**config.mk**
```make
export PLATFORM = sky130hd
export DESIGN_NAME = mux_n_to_1_stream
export DESIGN_NICKNAME = d
export VERILOG_FILES = /design/src/rtl/mux_n_to_1_stream.sv
export SDC_FILE = /design/constraint.sdc
export NUM_CORES = 1
export LEC_CHECK = 0
export ABC_CLOCK_PERIOD_IN_PS = 4200
export BUFFER_PORTS_ARGS = -buffer_cell sky130_fd_sc_hd__buf_4
export CAP_MARGIN = 30
export CELL_PAD_IN_SITES_DETAIL_PLACEMENT = 1
export CELL_PAD_IN_SITES_GLOBAL_PLACEMENT = 2
export CORE_MARGIN = 1.5
export CORE_UTILIZATION = 24
export CTS_CLUSTER_SIZE = 10
export DETAILED_ROUTE_END_ITERATION = 16
export PLACE_DENSITY_LB_ADDON = 0.2
export SYNTH_ARGS = -nofsm -noshare
export SYNTH_HDL_FRONTEND = slang
export SYNTH_SLANG_ARGS = --single-unit
```
**constraint.sdc**
```tcl
create_clock -name clk_i -period 4.2 [get_ports clk_i]
set_clock_uncertainty 0.15 [all_clocks]
set_input_delay 0.21 -clock clk_i [delete_from_list [all_inputs] [get_ports clk_i]]
set_output_delay 0.21 -clock clk_i [all_outputs]
set_load 0.02 [all_outputs]
```
**src/rtl/mux_n_to_1_stream.sv**
```systemverilog
// Registered N-to-1 stream multiplexer with select or round-robin channel choice.
// Each output beat carries the index of the channel it came from.
module mux_n_to_1_stream #(
  parameter int unsigned N = 9,
  parameter int unsigned W = 8,
  parameter int unsigned M = 4
) (
  input  logic           clk_i,
  input  logic           rst_i,
  input  logic [N*W-1:0] in_data_i,
  input  logic [N-1:0]   in_valid_i,
  output logic [N-1:0]   in_ready_o,
  input  logic [M-1:0]   sel_i,
  input  logic           rr_en_i,
  output logic [W-1:0]   out_data_o,
  output logic [M-1:0]   out_chan_o,
  output logic           out_valid_o,
  input  logic           out_ready_i
);

  localparam int unsigned NumIdx = 2 ** M;

  logic [W-1:0]      data_q, data_d;
  logic [M-1:0]      chan_q, chan_d;
  logic              valid_q, valid_d;
  logic [M-1:0]      ptr_q, ptr_d;

  logic              load;
  logic              sel_vld;
  logic              rr_vld, hi_vld, lo_vld;
  logic [M-1:0]      rr_gnt, hi_gnt, lo_gnt;
  logic [M-1:0]      gnt;
  logic              grant_vld;
  logic              xfer;
  logic [W-1:0]      gnt_data;
  logic [NumIdx-1:0] valid_pad;

  assign load = !valid_q || out_ready_i;

  // Padding lets an out-of-range select index the valid vector safely.
  assign valid_pad = NumIdx'(in_valid_i);
  assign sel_vld   = (32'(sel_i) < N) && valid_pad[sel_i];

  // Lowest valid channel at or above ptr wins; otherwise lowest valid below ptr.
  always_comb begin
    hi_vld = 1'b0;
    lo_vld = 1'b0;
    hi_gnt = '0;
    lo_gnt = '0;
    for (int i = N - 1; i >= 0; i--) begin
      if (in_valid_i[i]) begin
        if (32'(i) >= 32'(ptr_q)) begin
          hi_vld = 1'b1;
          hi_gnt = M'(i);
        end else begin
          lo_vld = 1'b1;
          lo_gnt = M'(i);
        end
      end
    end
    rr_vld = hi_vld || lo_vld;
    rr_gnt = hi_vld ? hi_gnt : lo_gnt;
  end

  assign gnt       = rr_en_i ? rr_gnt : sel_i;
  assign grant_vld = rr_en_i ? rr_vld : sel_vld;
  assign xfer      = !rst_i && load && grant_vld;

  always_comb begin
    gnt_data   = '0;
    in_ready_o = '0;
    for (int i = 0; i < N; i++) begin
      if (gnt == M'(i)) begin
        gnt_data      = in_data_i[i*W +: W];
        in_ready_o[i] = xfer;
      end
    end
  end

  always_comb begin
    data_d  = data_q;
    chan_d  = chan_q;
    valid_d = valid_q;
    ptr_d   = ptr_q;
    if (load) begin
      valid_d = xfer;
      if (xfer) begin
        data_d = gnt_data;
        chan_d = gnt;
      end
    end
    if (xfer && rr_en_i) begin
      ptr_d = (32'(gnt) == N - 1) ? '0 : gnt + 1'b1;
    end
  end

  always_ff @(posedge clk_i) begin
    if (rst_i) begin
      data_q  <= '0;
      chan_q  <= '0;
      valid_q <= 1'b0;
      ptr_q   <= '0;
    end else begin
      data_q  <= data_d;
      chan_q  <= chan_d;
      valid_q <= valid_d;
      ptr_q   <= ptr_d;
    end
  end

  assign out_data_o  = data_q;
  assign out_chan_o  = chan_q;
  assign out_valid_o = valid_q;

endmodule

```
==> impl_metrics.json, run 1 <==
{
  "rows": 34,
  "hpwl_um": 7180,
  "cp-end-kind": "flip-flop",
  "grt_max_degree": 21,
  "synthFlopType": "dfxtp_1",
  "portBuffers": 110,
  "core_sq_mm": 0.00876,
  "max_slew_margin_pct": 50.8,
  "path_max_fanout": 16,
  "start_util_pct": 25.0,
  "drive_above_1_share_pct": 35.2,
  "grt_use_total_pct": 18.1,
  "seqPwrFrac_pct": 26.8,
  "clkLatencyLatePin_ns": 0.25,
  "synth.cell_area_sq_mm": 0.00219,
  "synth_edf_count": 0,
  "status": "finished clean",
  "cp.arrival_ns": 3.80,
  "num_vias": 2740,
  "layout_min_cycle_time_ns": 3.79,
  "wire_per_inst_um": 17.4,
  "ant_nets": 0,
  "p_leak_uw": 0.00131,
  "cts_tree": "done",
  "fin_crit_sh_pct": 90.3,
  "diodes": 0,
  "syn_avg_cell_area_sq_um": 7.14,
  "design.die.area_sq_mm": 0.00971,
  "power.switching_uw": 311,
  "rsz0062_at_grt": "false",
  "vdd_ir_drop_max_v": 0.0000873,
  "gp_congestion": 0.884,
  "avgViaCountPerCell": 5.38,
  "powerDensity_mw_per_mm2": 238,
  "grt-ovfl-total": 0,
  "setup_viol_count_final": 0,
  "area_growth_pct": 43.1,
  "drc": 0,
  "drt_first_pass_iters": 4,
  "p_int_uw": 437,
  "tns_ns": 0,
  "io_pins": 111,
  "clock-sinks": 17,
  "critPathSlowestCell": "dfxtp_1",
  "busiest_layer": "met2",
  "yosys_warnings": 0,
  "cts_buffers": 3,
  "ys_ff_latch": 17,
  "hold_path_class": "input port to flip-flop",
  "ctsHoldBuffers": 0,
  "slew_violations": 0,
  "met1_usage_pct": 24.5,
  "cp_slowest_stage_delay_ns": 0.63,
  "yosysSeqAreaShare_pct": 15.5,
  "cap_violations": 0,
  "cp_common_cell": "a31oi_1",
  "grt_pass1_wl_um": 14300,
  "nFillCells": 1103,
  "drt_iter0_markers": 68,
  "antenna_found_initial": 0,
  "nets": 495,
  "cts-root-buf": "clkbuf_8",
  "worst_ep_required_time_ns": 4.21,
  "die_w_um": 98.5,
  "h-tree-depth": 1,
  "use_met2_pct": 30.9,
  "clk_pin_slew_ns": 0.07,
  "synth_area_leader_cell": "dfxtp_1",
  "netlist.area_leader.share_pct": 15.5,
  "ys_top_cells_by_area": "dfxtp_1, o21ai_0, a22oi_1",
  "crit_type": "flip-flop to flip-flop",
  "async_flop_share_pct": 0,
  "p_comb_share_pct": 56.8,
  "clockBufferDepth": 2,
  "routed_wl_um": 8880,
  "switching_share_pct": 41.6,
  "ys_types": 58,
  "report.final.hold_viol_count": 0,
  "post-place-ws_ns": -0.000762,
  "max_freq_ghz": 0.264,
  "syn_inst": 307,
  "die_y_um": 98.5,
  "critPathLaunchType": "flip-flop",
  "crit_path_cell_trace": "and2_1, a31oi_1, o32ai_1, a31oi_1, o21ai_0, inv_1, ha_1, nor2b_2, a22oi_1, nor2_1, a21oi_1, nor3_1, a211oi_1, o31ai_1",
  "setup_slack_ns": 0.406,
  "synth_nets": 400,
  "tightestPinTransition_ns": 0.736,
  "post_cts_buffers": 0,
  "first_global_vias": 2828,
  "pwr-share-clk_pct": 16.5,
  "grt_util_met3_pct": 2.06
}
## metrics by stage
stage	total power (uW)	instance area (sq um)	util, %	hold WS, ns	cells
2_1_floorplan	451	2190	-	0.219	307
3_3_place_gp	627	3080	35.2	0.310	505
3_5_place_dp	629	3080	35.2	0.322	505
4_1_cts	756	3130	35.7	0.0542	509
5_1_grt	808	3140	35.8	0.0603	509
6_report	748	3140	35.8	0.0632	509
## routing by layer
layer,vias up,share of wire (%)
li1,1366,-
met1,1288,48
met2,78,46
met3,8,4.2
met4,0,1.5
met5,-,0
## sequential cells by signal (all words and copies together) (netlist names)
name and flops:
out_chan_o 4, out_data_o 8, out_valid_o 1, ptr_q 4
## synthesized netlist by cell type, drive strengths merged (8+ instances only)
cell    instances
a22oi          14
nand2          24
inv             9
a21oi          20
nand3           8
and3            9
o21a            8
o21ai          26
dfxtp          17
a211oi         11
nor2           24
buf            13
nor3           12
clkbuf         17
## path summary, 6_finish.rpt
check | slack, ns | end | cells past startpoint | start
min reg2reg | 0.33 | out_chan_o[1] | 2 | out_chan_o[1]
max reg2reg | 0.41 | out_data_o[3] | 14 | ptr_q[2]
min | 0.06 | out_data_o[5] | 3 | in_data_i[69]
max | 0.41 | out_data_o[3] | 14 | ptr_q[2]
## worst max-delay path: cells and delay by family (launching register included)
family | cells | cell delay (ns)
adder cells (fa/ha/maj) | 1 | 0.23
AO/OA/AOI/OAI | 8 | 1.46
AND/OR/NAND/NOR | 4 | 1.12
buffers and inverters | 1 | 0.12
flip-flops | 1 | 0.63
## placed cells by master, fill, tap and decap left out, types with 4 or more instances in the layout
master    netlist  final
buf_4           3    120
o21ai_0        25     25
nor2_1         24     24
nand2_1        24     24
a21oi_1        20     20
a22oi_1        14     14
dfxtp_1        17     14
nor3_1         12     12
a211oi_1       10     10
inv_1           9      9
and3_1          9      9
nand3_1         8      8
o21a_1          8      8
a32oi_1         7      7
nor3b_1         7      7
o31ai_1         7      7
nor2b_1         5      4
a221oi_1        4      4
nand2b_1        4      4
ha_1            4      4
## layout make-up
| class | count | area [sq um] | share of cell area [%] |
|---|---|---|---|
| multi-input combinational | 251 | 1680 | 53.5 |
| inverter | 9 | 33.8 | 1.08 |
| tap | 108 | 135 | 4.31 |
| clock buffer | 4 | 45.0 | 1.44 |
| timing repair buffer | 120 | 901 | 28.7 |
| sequential | 17 | 344 | 11.0 |
## power groups by stage
stage	combinational (uW)	clock, uW	sequential [uW]
floorplan	239	0	211
global placement	425	0	202
detailed placement	426	0	203
CTS	428	128	200
global route	468	136	204
finish	424	123	200
## cell families after synthesis
logic type               count (synthesis)  share of synthesized area [%]
AO/OA/AOI/OAI                          130                           43.5
adder cells (fa/ha/maj)                  4                           2.28
buffers and inverters                   39                           8.05
flip-flops                              17                           15.5
multiplexers                             2                           2.06
AND/OR/NAND/NOR                        115                           28.6
## timing repair
action                                 in CTS  in global routing
gates resized for setup                     1                  3
endpoints found under the hold margin       0                  0
setup endpoints to repair                   1                  5
(Power assumes the default switching activity.)
==> run 2, diff against run 1 <==
--- a/config.mk
+++ b/config.mk
@@ -12,6 +12,7 @@
 export CELL_PAD_IN_SITES_GLOBAL_PLACEMENT = 2
 export CORE_MARGIN = 1.5
 export CORE_UTILIZATION = 24
+export CTS_BUF_LIST = sky130_fd_sc_hd__clkbuf_4
 export CTS_CLUSTER_SIZE = 10
 export DETAILED_ROUTE_END_ITERATION = 16
 export PLACE_DENSITY_LB_ADDON = 0.2
==> run 2 against run 1 <==
  * Non-clock buffer count is the same
  * Clock power shrank 22%
  * Maximum frequency shrank 0.37%
  * Register-to-register slack is essentially flat
  * Largest power group unchanged
  * Critical path depth shrank 4
  * Sequential share of layout area grew 0.053 points
==> impl_metrics.json, run 2 (same netlist as run 1, synthesis figures left out) <==
{
  "grt_max_degree": 21,
  "cts-root-buf": "clkbuf_4",
  "crit_type": "flip-flop to output port",
  "hpwl_um": 7180,
  "ant_nets": 0,
  "hold_path_class": "input port to flip-flop",
  "post-place-ws_ns": -0.000762,
  "antenna_found_initial": 0,
  "clk_pin_slew_ns": 0.10,
  "path_max_fanout": 19,
  "cp-end-kind": "output port",
  "grt_pass1_wl_um": 14300,
  "worst_ep_required_time_ns": 3.84,
  "status": "finished clean",
  "layout_min_cycle_time_ns": 3.81,
  "num_vias": 2752,
  "die_w_um": 98.5,
  "design.die.area_sq_mm": 0.00971,
  "pwr-share-clk_pct": 13.3,
  "report.final.hold_viol_count": 0,
  "post-route-util_pct": 35.6,
  "drc": 0,
  "max_slew_margin_pct": 49.8,
  "cts_tree": "done",
  "grt_use_total_pct": 18.1,
  "nets": 495,
  "fin_crit_sh_pct": 90.7,
  "cp.arrival_ns": 3.45,
  "avgViaCountPerCell": 5.41,
  "drive_above_1_share_pct": 35.4,
  "powerDensity_mw_per_mm2": 231,
  "p_int_uw": 413,
  "start_util_pct": 25.0,
  "p_comb_share_pct": 58.9,
  "drt_iter0_markers": 75,
  "area_growth_pct": 42.4,
  "cap_violations": 0,
  "first_global_vias": 2835,
  "clkLatencyLatePin_ns": 0.29,
  "vdd_ir_drop_max_v": 0.0000685,
  "wire_per_inst_um": 17.5,
  "rsz0062_at_grt": "false",
  "routed_wl_um": 8910,
  "layout_commonest_cell": "buf_4",
  "h-tree-depth": 1,
  "core_sq_mm": 0.00876,
  "setup_slack_ns": 0.392,
  "diodes": 0,
  "max_freq_ghz": 0.263,
  "power.switching_uw": 308,
  "gp_congestion": 0.884,
  "die_y_um": 98.5,
  "rows": 34,
  "seqPwrFrac_pct": 27.8,
  "drt_first_pass_iters": 4,
  "slew_violations": 0,
  "switching_share_pct": 42.7,
  "clockBufferDepth": 2,
  "portBuffers": 110,
  "io_pins": 111,
  "cts_buffers": 3,
  "critPathLaunchType": "flip-flop",
  "nFillCells": 1107,
  "mostFrequentLayoutCells": "buf_4, o21ai_0, nor2_1, nand2_1, a21oi_1",
  "p_leak_uw": 0.00131,
  "grt-ovfl-total": 0,
  "tightestPinTransition_ns": 0.751,
  "setup_viol_count_final": 0,
  "clock-sinks": 17,
  "largest_reg_flops": 8
}
[run 2: cell count changes in the layout (fill, tap and decap cells not counted)]
cell,before,now
clkbuf_8,3,0
clkbuf_1,1,0
clkbuf_4,0,4
[run 2: area by class of cell]
type / instances / area [sq um] / area share [%]
Timing Repair Buffer: 120 / 901 / 28.9
Clock buffer: 4 / 30.0 / 0.962
Sequential cell: 17 / 344 / 11.0
Multi-Input combinational cell: 251 / 1680 / 53.7
Tap cell: 108 / 135 / 4.33
Inverter: 9 / 33.8 / 1.08
[run 2: power by group through the flow]
stage | clock [uW] | combinational (uW) | sequential, uW
CTS | 102 | 428 | 200
floorplan | 0 | 239 | 211
detailed placement | 0 | 426 | 203
global placement | 0 | 425 | 202
finish | 96.2 | 424 | 200
global route | 108 | 468 | 204
[run 2: repair_timing]
action | in CTS | in global routing
hold buffers | 0 | 0
setup buffers | 0 | 0
pin swaps | 0 | 0
setup endpoints to repair | 2 | 6
gates resized for setup | 1 | 3
[run 2: worst paths after layout]
check,from,to,slack [ns],depth (start not counted)
max,ptr_q[2],in_ready_o[6],0.39,10
min,in_data_i[66],out_data_o[2],0.02,3
max reg2reg,ptr_q[2],out_data_o[4],0.42,14
min reg2reg,out_chan_o[1],out_chan_o[1],0.34,2
[run 2: critical path, stage by stage (launching register included)]
cell	delay (ns)
dfxtp_1	0.63
and2_1	0.26
a31oi_1	0.10
o32ai_1	0.29
a31oi_1	0.13
o21ai_0	0.37
buf_4	0.23
ha_1	0.51
buf_4	0.31
and3_1	0.17
buf_4	0.14
[run 2: stage by stage]
step	std cells	hold WS [ns]	TNS (ns)	cell area, sq um	power (uW)
floorplan	307	0.219	0	2190	451
global placement	505	0.310	0	3080	627
finish	509	0.0211	0	3120	720
detailed placement	505	0.322	-0.000762	3080	629
CTS	509	0.00427	0	3120	730
global route	509	0.00623	0	3120	780
[run 2: routing by layer]
metal / share of wire [%] / GRT usage [%] / routed length [um]
met2: 47 / 30.9 / 4180
met3: 4.9 / 2.06 / 434
met1: 47 / 24.5 / 4180
met4: 1.4 / 3.90 / 125
met5: 0 / 0 / 0
